`src/rtl/reg_bank_arbiter_pkg.sv`:
```
// reg_bank_arbiter_pkg: shared state encoding, parameter defaults and width helper
package reg_bank_arbiter_pkg;
  localparam int DEF_NREQ  = 4;
  localparam int DEF_NREGS = 8;
  localparam int DEF_AW    = 3;
  localparam int DEF_DW    = 32;
  typedef enum logic {ST_IDLE = 1'b0, ST_LOCKED = 1'b1} state_t;
  function automatic int idx_w(input int n);
    return n > 1 ? $clog2(n) : 1;
  endfunction
endpackage

```
`src/rtl/reg_bank_arbiter_if.sv`:
```
// reg_bank_arbiter_if: request/grant/read-return bundle between masters and the bank arbiter
interface reg_bank_arbiter_if
  import reg_bank_arbiter_pkg::*;
#(
  parameter int NREQ = DEF_NREQ,
  parameter int AW   = DEF_AW,
  parameter int DW   = DEF_DW
) ();
  localparam int OW = idx_w(NREQ);
  logic [NREQ-1:0]    req;
  logic [NREQ-1:0]    we;
  logic [NREQ-1:0]    lock;
  logic [NREQ*AW-1:0] addr;
  logic [NREQ*DW-1:0] wdata;
  logic [NREQ-1:0]    gnt;
  logic [NREQ-1:0]    rvalid;
  logic [DW-1:0]      rdata;
  logic [OW-1:0]      owner;
  modport master (output req, we, lock, addr, wdata, input gnt, rvalid, rdata, owner);
  modport slave  (input req, we, lock, addr, wdata, output gnt, rvalid, rdata, owner);
endinterface

```
`src/rtl/reg_bank_arbiter_reg32_en.sv`:
```
// reg32_en: one bank register with synchronous reset and write enable
module reg32_en #(
  parameter int DW = 32
) (
  input  logic          clk,
  input  logic          res,
  input  logic          i_en,
  input  logic [DW-1:0] i_d,
  output logic [DW-1:0] o_q
);
  logic [DW-1:0] r_q;
  // load on enable, clear on reset
  always_ff @(posedge clk)
    if (res) r_q <= '0;
    else if (i_en) r_q <= i_d;
  assign o_q = r_q;
endmodule

```
`src/rtl/reg_bank_arbiter.sv`:
```
// reg_bank_arbiter: round-robin arbitrated, lockable access to a bank of registers
module reg_bank_arbiter
  import reg_bank_arbiter_pkg::*;
#(
  parameter int NREQ  = DEF_NREQ,
  parameter int NREGS = DEF_NREGS,
  parameter int AW    = DEF_AW,
  parameter int DW    = DEF_DW
) (
  input logic               clk,
  input logic               res,
  reg_bank_arbiter_if.slave bus
);
  localparam int OW = idx_w(NREQ);
  state_t          r_state, w_next;
  logic [OW-1:0]   r_ptr, r_owner, w_idx, w_cand;
  logic            w_any, w_hit, w_wr;
  logic [NREQ-1:0] w_gnt, w_rd_gnt, r_rvalid;
  logic [AW-1:0]   w_addr;
  logic [DW-1:0]   w_wdata, w_rd, r_rdata;
  logic [DW-1:0]   w_bank [NREGS];
  // pick the granted requester: locked owner only, else first pending after the last grant
  always_comb begin
    w_idx = r_owner;
    w_cand = '0;
    w_any = 1'b0;
    if (r_state == ST_LOCKED) w_any = bus.req[r_owner];
    else
      for (int k = 1; k <= NREQ; k++) begin
        w_cand = OW'((int'(r_ptr) + k) % NREQ);
        if (!w_any && bus.req[w_cand]) begin
          w_any = 1'b1;
          w_idx = w_cand;
        end
      end
    if (res) w_any = 1'b0;
  end
  assign w_gnt    = w_any ? NREQ'(1) << w_idx : '0;
  assign w_rd_gnt = w_gnt & ~bus.we;
  assign w_addr   = AW'(bus.addr >> (w_idx * AW));
  assign w_wdata  = DW'(bus.wdata >> (w_idx * DW));
  assign w_hit    = int'(w_addr) < NREGS;
  assign w_wr     = w_any && bus.we[w_idx] && w_hit;
  assign w_rd     = w_hit ? w_bank[w_addr] : '0;
  for (genvar r = 0; r < NREGS; r++) begin : g_reg
    reg32_en #(.DW(DW)) u_reg (
      .clk  (clk),
      .res  (res),
      .i_en (w_wr && w_addr == AW'(r)),
      .i_d  (w_wdata),
      .o_q  (w_bank[r])
    );
  end
  // the bank stays locked only while each granted access keeps its lock bit set
  always_comb w_next = (w_any && bus.lock[w_idx]) ? ST_LOCKED : ST_IDLE;
  // arbitration state: requester 0 is first in line after reset
  always_ff @(posedge clk)
    if (res) begin
      r_state <= ST_IDLE;
      r_ptr   <= OW'(NREQ - 1);
      r_owner <= '0;
    end else begin
      r_state <= w_next;
      if (w_any) begin
        r_ptr   <= w_idx;
        r_owner <= w_idx;
      end
    end
  // read return: one-cycle rvalid pulse, rdata held between reads
  always_ff @(posedge clk)
    if (res) begin
      r_rvalid <= '0;
      r_rdata  <= '0;
    end else begin
      r_rvalid <= w_rd_gnt;
      if (|w_rd_gnt) r_rdata <= w_rd;
    end
  assign bus.gnt    = w_gnt;
  assign bus.rvalid = r_rvalid;
  assign bus.rdata  = r_rdata;
  assign bus.owner  = r_owner;
endmodule

```
`src/flat_wrapper.sv`:
```
// flat-port wrapper written by rule: the top's interface ports become plain ports
module reg_bank_arbiter_flat import reg_bank_arbiter_pkg::*;
#(
  parameter int NREQ  = DEF_NREQ,
  parameter int NREGS = DEF_NREGS,
  parameter int AW    = DEF_AW,
  parameter int DW    = DEF_DW
)
  (clk, res, bus_req, bus_we, bus_lock, bus_addr, bus_wdata, bus_gnt, bus_rvalid, bus_rdata, bus_owner);
  reg_bank_arbiter_if #(.NREQ(NREQ), .AW(AW), .DW(DW)) bus_i ();
  input logic clk;
  input logic res;
  input wire logic [$bits(bus_i.req)-1:0] bus_req;
  input wire logic [$bits(bus_i.we)-1:0] bus_we;
  input wire logic [$bits(bus_i.lock)-1:0] bus_lock;
  input wire logic [$bits(bus_i.addr)-1:0] bus_addr;
  input wire logic [$bits(bus_i.wdata)-1:0] bus_wdata;
  output wire logic [$bits(bus_i.gnt)-1:0] bus_gnt;
  output wire logic [$bits(bus_i.rvalid)-1:0] bus_rvalid;
  output wire logic [$bits(bus_i.rdata)-1:0] bus_rdata;
  output wire logic [$bits(bus_i.owner)-1:0] bus_owner;
  assign bus_i.req = bus_req;
  assign bus_i.we = bus_we;
  assign bus_i.lock = bus_lock;
  assign bus_i.addr = bus_addr;
  assign bus_i.wdata = bus_wdata;
  assign bus_gnt = bus_i.gnt;
  assign bus_rvalid = bus_i.rvalid;
  assign bus_rdata = bus_i.rdata;
  assign bus_owner = bus_i.owner;
  reg_bank_arbiter #(.NREQ(NREQ), .NREGS(NREGS), .AW(AW), .DW(DW)) u_core (.clk(clk), .res(res), .bus(bus_i));
endmodule
```
`config.mk`:
```
export PLATFORM = sky130hd
export DESIGN_NAME = reg_bank_arbiter_flat
export DESIGN_NICKNAME = d
export VERILOG_FILES = /design/src/rtl/reg_bank_arbiter_pkg.sv /design/src/rtl/reg_bank_arbiter_if.sv /design/src/rtl/reg_bank_arbiter_reg32_en.sv /design/src/rtl/reg_bank_arbiter.sv /design/src/flat_wrapper.sv
export SDC_FILE = /design/constraint.sdc
export NUM_CORES = 1
export LEC_CHECK = 0
export CORE_MARGIN = 8
export CORE_UTILIZATION = 35
export CTS_CLUSTER_SIZE = 24
export DETAILED_ROUTE_END_ITERATION = 16
export SLEW_MARGIN = 20
export SYNTH_ARGS = -nofsm -noshare
export SYNTH_HDL_FRONTEND = slang
export SYNTH_SLANG_ARGS = --single-unit
```
`constraint.sdc`:
```
create_clock -name clk -period 8.75 [get_ports clk]
set_input_delay 1.3125 -clock clk [delete_from_list [all_inputs] [get_ports clk]]
set_output_delay 1.3125 -clock clk [all_outputs]
set_load 0.01 [all_outputs]
```
After elaboration in Yosys (flattened, before gate mapping)
Cells that the tools add are included.

Bits in registers: 297. Latch bits: 0. Memory bits (writable): 0. Bits in read-only memories: 0. Input port bits: 154. Output and inout port bits: 42. Word-level logic and storage cells: 89. Memories: 0.

Add/sub/neg operators: 4. Multipliers: 1. Divide/modulo/power cells: 0. $lt $le $gt $ge: 7. Eq/ne operators: 7. Shift-type cells: 3. Muxes and demuxes: 33. Bitwise gates (word level): 3. Reduce and logical (&&, ||, !) cells: 18.

Operators by type and width (count): 128-bit by 7-bit right shift with 32-bit output (1); 32-bit binary-select mux with 3-bit select (1); 32-bit two-way mux (2); 2-bit by 3-bit < comparator with 1-bit output, second input constant (6); 1-bit two-way mux (17); 1-bit binary-select mux with 2-bit select (7); 1-bit logical AND (13); 3-bit equality test, second input constant (4); 12-bit by 4-bit right shift with 3-bit output (1); 2-bit two-way mux (5); 3-bit by 2-bit equality test with 1-bit output, second input constant (2); 2-bit by 1-bit adder with 2-bit output, second input constant (2); 2-bit adder, second input constant (2); 4-bit AND (1); 4-bit >= comparator, second input constant (1); 2-bit by 2-bit multiplier with 4-bit output, second input constant (1); 4-bit two-way mux (1); 3-bit inverter with 4-bit output (1); 4-bit inverter (1); 4-bit OR reduction (1); 1-bit by 2-bit left shift with 4-bit output, first input constant (1); 3-bit by 1-bit equality test with 1-bit output, second input constant (1); 1-bit logical NOT (3); 3-bit logical NOT (1).

Longest topological paths before layout
Depth after elaboration: 23. Mapped depth: 13. Depth with buffers taken out: 9.

Cells and area by module
Synthesis repeated with hierarchy kept, for this count alone.

Cell total of the unflattened synthesis: 2029. Area total of the unflattened synthesis: 17533.1 µm².

Modules (own cells, without submodules): reg32_en (instances 8, cells an instance 103, area each 1163.6 µm², sequential area each 640.6 µm²); reg_bank_arbiter (instances 1, cells an instance 1205, area each 8224.1 µm², sequential area each 820.8 µm²).

Worst setup path before layout
No wires, ideal clock.

Kind: input to output. From: input port bus_req[1]. To: output port bus_gnt[0]. Arrival: 3.547 ns. Required time: 7.438 ns. Path slack: 3.891 ns. Cell stages on the path: 10. Buffers on the path: 4. Path through: buf_2 -> or3b_2 -> a31oi_1 -> a211o_1 -> nand2_1 -> o21a_2 -> buf_2 -> buf_1 -> buf_1 -> nor3_1.

Longest elaborated chain between the ends: 18. Elaborated cells between the ends (all ways): 32. Those cells by class: shift: 1; mux: 25; reduce/logical: 6.

RTL lines: start, declared (line flat_wrapper.sv:13) `input wire logic [$bits(bus_i.req)-1:0] bus_req;`; 1-bit binary-select mux with 2-bit select (line reg_bank_arbiter.sv:31) `if (!w_any && bus.req[w_cand]) begin`; 1-bit two-way mux (not written as such) (line reg_bank_arbiter.sv:31); 1-bit two-way mux (line reg_bank_arbiter.sv:31); 1-bit two-way mux (line reg_bank_arbiter.sv:27) `if (r_state == ST_LOCKED) w_any = bus.req[r_owner];`; 1-bit logical NOT (line reg_bank_arbiter.sv:31); 1-bit logical AND (line reg_bank_arbiter.sv:31); 1-bit two-way mux (line reg_bank_arbiter.sv:31); 1-bit two-way mux (line reg_bank_arbiter.sv:27); [... 2 more ...]; 1-bit two-way mux (line reg_bank_arbiter.sv:31); 1-bit two-way mux (line reg_bank_arbiter.sv:27); 1-bit logical NOT (line reg_bank_arbiter.sv:31); 1-bit logical AND (line reg_bank_arbiter.sv:31); 2-bit two-way mux / 1-bit two-way mux (equally long branches) (line reg_bank_arbiter.sv:31); 2-bit two-way mux / 1-bit two-way mux (equally long branches) (line reg_bank_arbiter.sv:27); 1-bit by 2-bit left shift with 4-bit output / 1-bit two-way mux (equally long branches) (line reg_bank_arbiter.sv:38, reg_bank_arbiter.sv:36); 4-bit two-way mux * (line reg_bank_arbiter.sv:38) `assign w_gnt = w_any ? NREQ'(1) << w_idx : '0;`; end, declared (line flat_wrapper.sv:18) `output wire logic [$bits(bus_i.gnt)-1:0] bus_gnt;`.

Mark *: on every way between the ends. The rest lies on a longest branch, timed or not. The select of a mux whose other input is x is not followed.

Worst setup path after layout
From: input port bus_req[3]. To: output port bus_gnt[0].

The elaborated chain is that of the path after synthesis.

==> impl_metrics.toml <==
[run_status]
status = "complete, no violations"

[worst_setup_path]
end_kind = "output port"
critical_path.cell_chain = "clkdlybuf4s50_1 -> or2_2 -> o41a_1 -> o21ai_0 -> o21a_2 -> buf_4 -> nor3_1 -> clkdlybuf4s50_1"
cp_common_cell = "clkdlybuf4s50_1"
crit_fanout = 53
cpPeakStageDelay_ns = 0.61
cp_data_arrival_time_ns = 4.80
cp_slowest_cell = "clkdlybuf4s50_1"
start_kind = "primary input"
path_class = "in -> out"
crit_required_ns = 7.44

[clocking]
clk_latency_ns = 0.58
post_cts_buffers = 0
cts_made_buffers = 31
cts_buffer_depth = 3
cts-resized-gates = 0
ctsRootBufferMaster = "clkbuf_16"
cts.clk_slew.worst_paths_ns = 0.06
cts_hold_buf = 0
cts_tree = "built"
clkSinkCount = 297
cts_max_level = 1

[floorplan]
dieArea_um2 = 50900
pin_count = 196
die_y_um = 226
die_x_um = 226
start_util = 0.356
num_rows = 76
core_um2 = 43200

[drt]
drtPass1Iterations = 6
wirelength_mm = 47.1
viasPerCell = 5.31
wl_per_cell_um = 20.1
antenna_left = 0
vias = 12400
remaining_drc_errors = 0
first_iter_violations = 954

[finish]
nets = 1889
drive_gt1_frac = 0.153
post-route-util = 0.435
antenna_cells = 0
syn2layout_area_growth_pct = 22.3
fill_cells = 4211

[pwr]
pwr_density_cell_nw_per_um2 = 350
power_leakage_nw = 7.29
ir_drop_mv = 0.343
p_total_mw = 6.57

[synthesis]
async_flop_share = 0
synth_warnings = 0
ys_seq_area_frac = 0.387
synth_edf_count = 0
syn_area_per_cell_um2 = 9.56
ys_types = 68
synth-main-ff-cell = "dfxtp_1"
ys_seq_elements = 297
syn-cell-area_um2 = 15400
syn-num-nets = 1762
syn_inst = 1608

[timing]
period_needed_ns = 6.11
tightest_slew_ns = 1.08
rsz0062_at_grt = "false"
clock.fmax_ghz = 0.164
setup-violations-final = 0
fin_skew_ns = 0.0267
post-route-period-util = 0.698
max_slew_margin = 0.277
hold_slack_ns = 0.456
hold_viol = 0
setup_tns_ns = 0
slew_violations = 0

[run]
maxCapViolCount = 0

[global_routing]
grt_pass1_wl_mm = 74.1
grt_pass1_vias = 12700
antenna_found_initial = 0
grt_usage = 0.181
grt_max_degree = 108
gr-total-overflow = 0

[place]
portBuffers = 195
gp_congestion = 0.813
post-dp-hpwl_mm = 30.7

[hold_path]
hold_class = "reg -> reg"
## critical path: cells and delay by family
family	cells	cell delay, ns
buffers and inverters	3	1.63
AOI/OAI and AO/OA	3	1.28
and+or+nand+nor	2	0.54
## layer usage
metal,up-vias,GRT usage,share of wire
li1,5975,-,-
met1,6121,0.221,0.43
met2,271,0.329,0.51
met3,80,0.0238,0.035
met4,0,0.0491,0.026
met5,-,0,0
## where the power goes
group | switching (mW) | leakage (nW) | total, mW | internal (mW)
logic | 2.21 | 4.40 | 3.50 | 1.29
registers | 0.165 | 2.40 | 1.77 | 1.60
clock network | 0.549 | 0.489 | 1.30 | 0.752
## through the flow
step / instances / worst slack, ns / instance area (um^2)
after global placement: 2282 / 2.25 / 17700
after floorplan: 1608 / 3.89 / 15400
after CTS: 2341 / 2.64 / 18800
final: 2342 / 2.64 / 18800
after global routing: 2342 / 2.37 / 18800
after detailed placement: 2286 / 2.20 / 17800
## flip-flops by register name, summed over array words and instances, names as in the netlist
register            cells
u_core.g.u_reg.o_q    256
u_core.bus.owner        2
u_core.bus.rvalid       4
u_core.r_ptr            2
u_core.bus.rdata       32
u_core.r_state          1
## cells in the mapped netlist, drive strengths merged (11+ instances only)
cell type / n / area, um^2
and3: 49 / 307
nand3: 84 / 425
a32oi: 17 / 149
nor2b: 138 / 863
a311oi: 19 / 173
mux2: 206 / 2320
nand4: 20 / 125
nor4: 21 / 175
mux2i: 188 / 1880
dfxtp: 297 / 5950
or3: 18 / 113
nor3: 44 / 315
nor2: 11 / 41.3
buf: 69 / 457
nand2: 263 / 997
clkbuf: 69 / 259
a311o: 15 / 150
## cell families after synthesis
kind of cell | after synthesis | share of synthesized area
muxes | 395 | 0.275
buffers and inverters | 143 | 0.0478
and+or+nand+nor | 668 | 0.229
DFF | 297 | 0.387
adders and majority gates | 1 | 0.000651
AOI/OAI and AO/OA | 104 | 0.0611
## final cells by class
class                           instances  area (um^2)  area share
Tap cell                              585          732      0.0390
Sequential cell                       297         5950       0.316
Clock inverter                         10          111     0.00593
Clock buffer                           45          878      0.0467
Timing Repair Buffer                  232         2320       0.123
Multi-Input combinational cell       1168         8780       0.467
Inverter                                5         21.3     0.00113
## placed cells by master (no fill, tap or decap), types with 3 or more instances in the layout
master,synthesis,layout
o31ai_1,5,5
a311o_1,15,15
clkinv_2,0,5
and3_1,49,48
nand2b_1,6,6
nor3_4,8,8
nor2_1,11,9
inv_1,5,4
nand4_1,20,20
nand3_1,83,83
clkdlybuf4s50_1,0,194
nor4_2,7,7
dfxtp_1,297,297
o41a_1,3,3
mux2i_1,188,188
o21bai_1,3,3
a311oi_2,1,7
a311oi_1,18,12
a21oi_1,7,6
a31oi_1,3,3
nor4_1,14,14
buf_4,25,31
nor2b_1,138,138
o211ai_1,6,6
clkbuf_8,0,5
o41ai_1,4,4
or3_1,18,18
clkbuf_16,0,31
mux2_2,136,136
buf_12,0,3
nor3_1,35,35
a32oi_1,17,17
o21ai_0,4,4
nand2_1,261,261
mux2_1,70,70
clkbuf_1,69,9
## worst paths after layout
kind	from	to	slack, ns	cells after the start
max	bus_req[3]	bus_gnt[0]	2.64	8
min	u_core.g_reg[3].u_reg.o_q[25]$_SDFFE_PP0P_	u_core.g_reg[3].u_reg.o_q[25]$_SDFFE_PP0P_	0.46	2
max reg2reg	u_core.r_ptr[1]$_SDFFE_PP1P_	u_core.g_reg[2].u_reg.o_q[16]$_SDFFE_PP0P_	3.45	11
min reg2reg	u_core.g_reg[3].u_reg.o_q[25]$_SDFFE_PP0P_	u_core.g_reg[3].u_reg.o_q[25]$_SDFFE_PP0P_	0.46	2
Power figures use the tool's default switching activity.
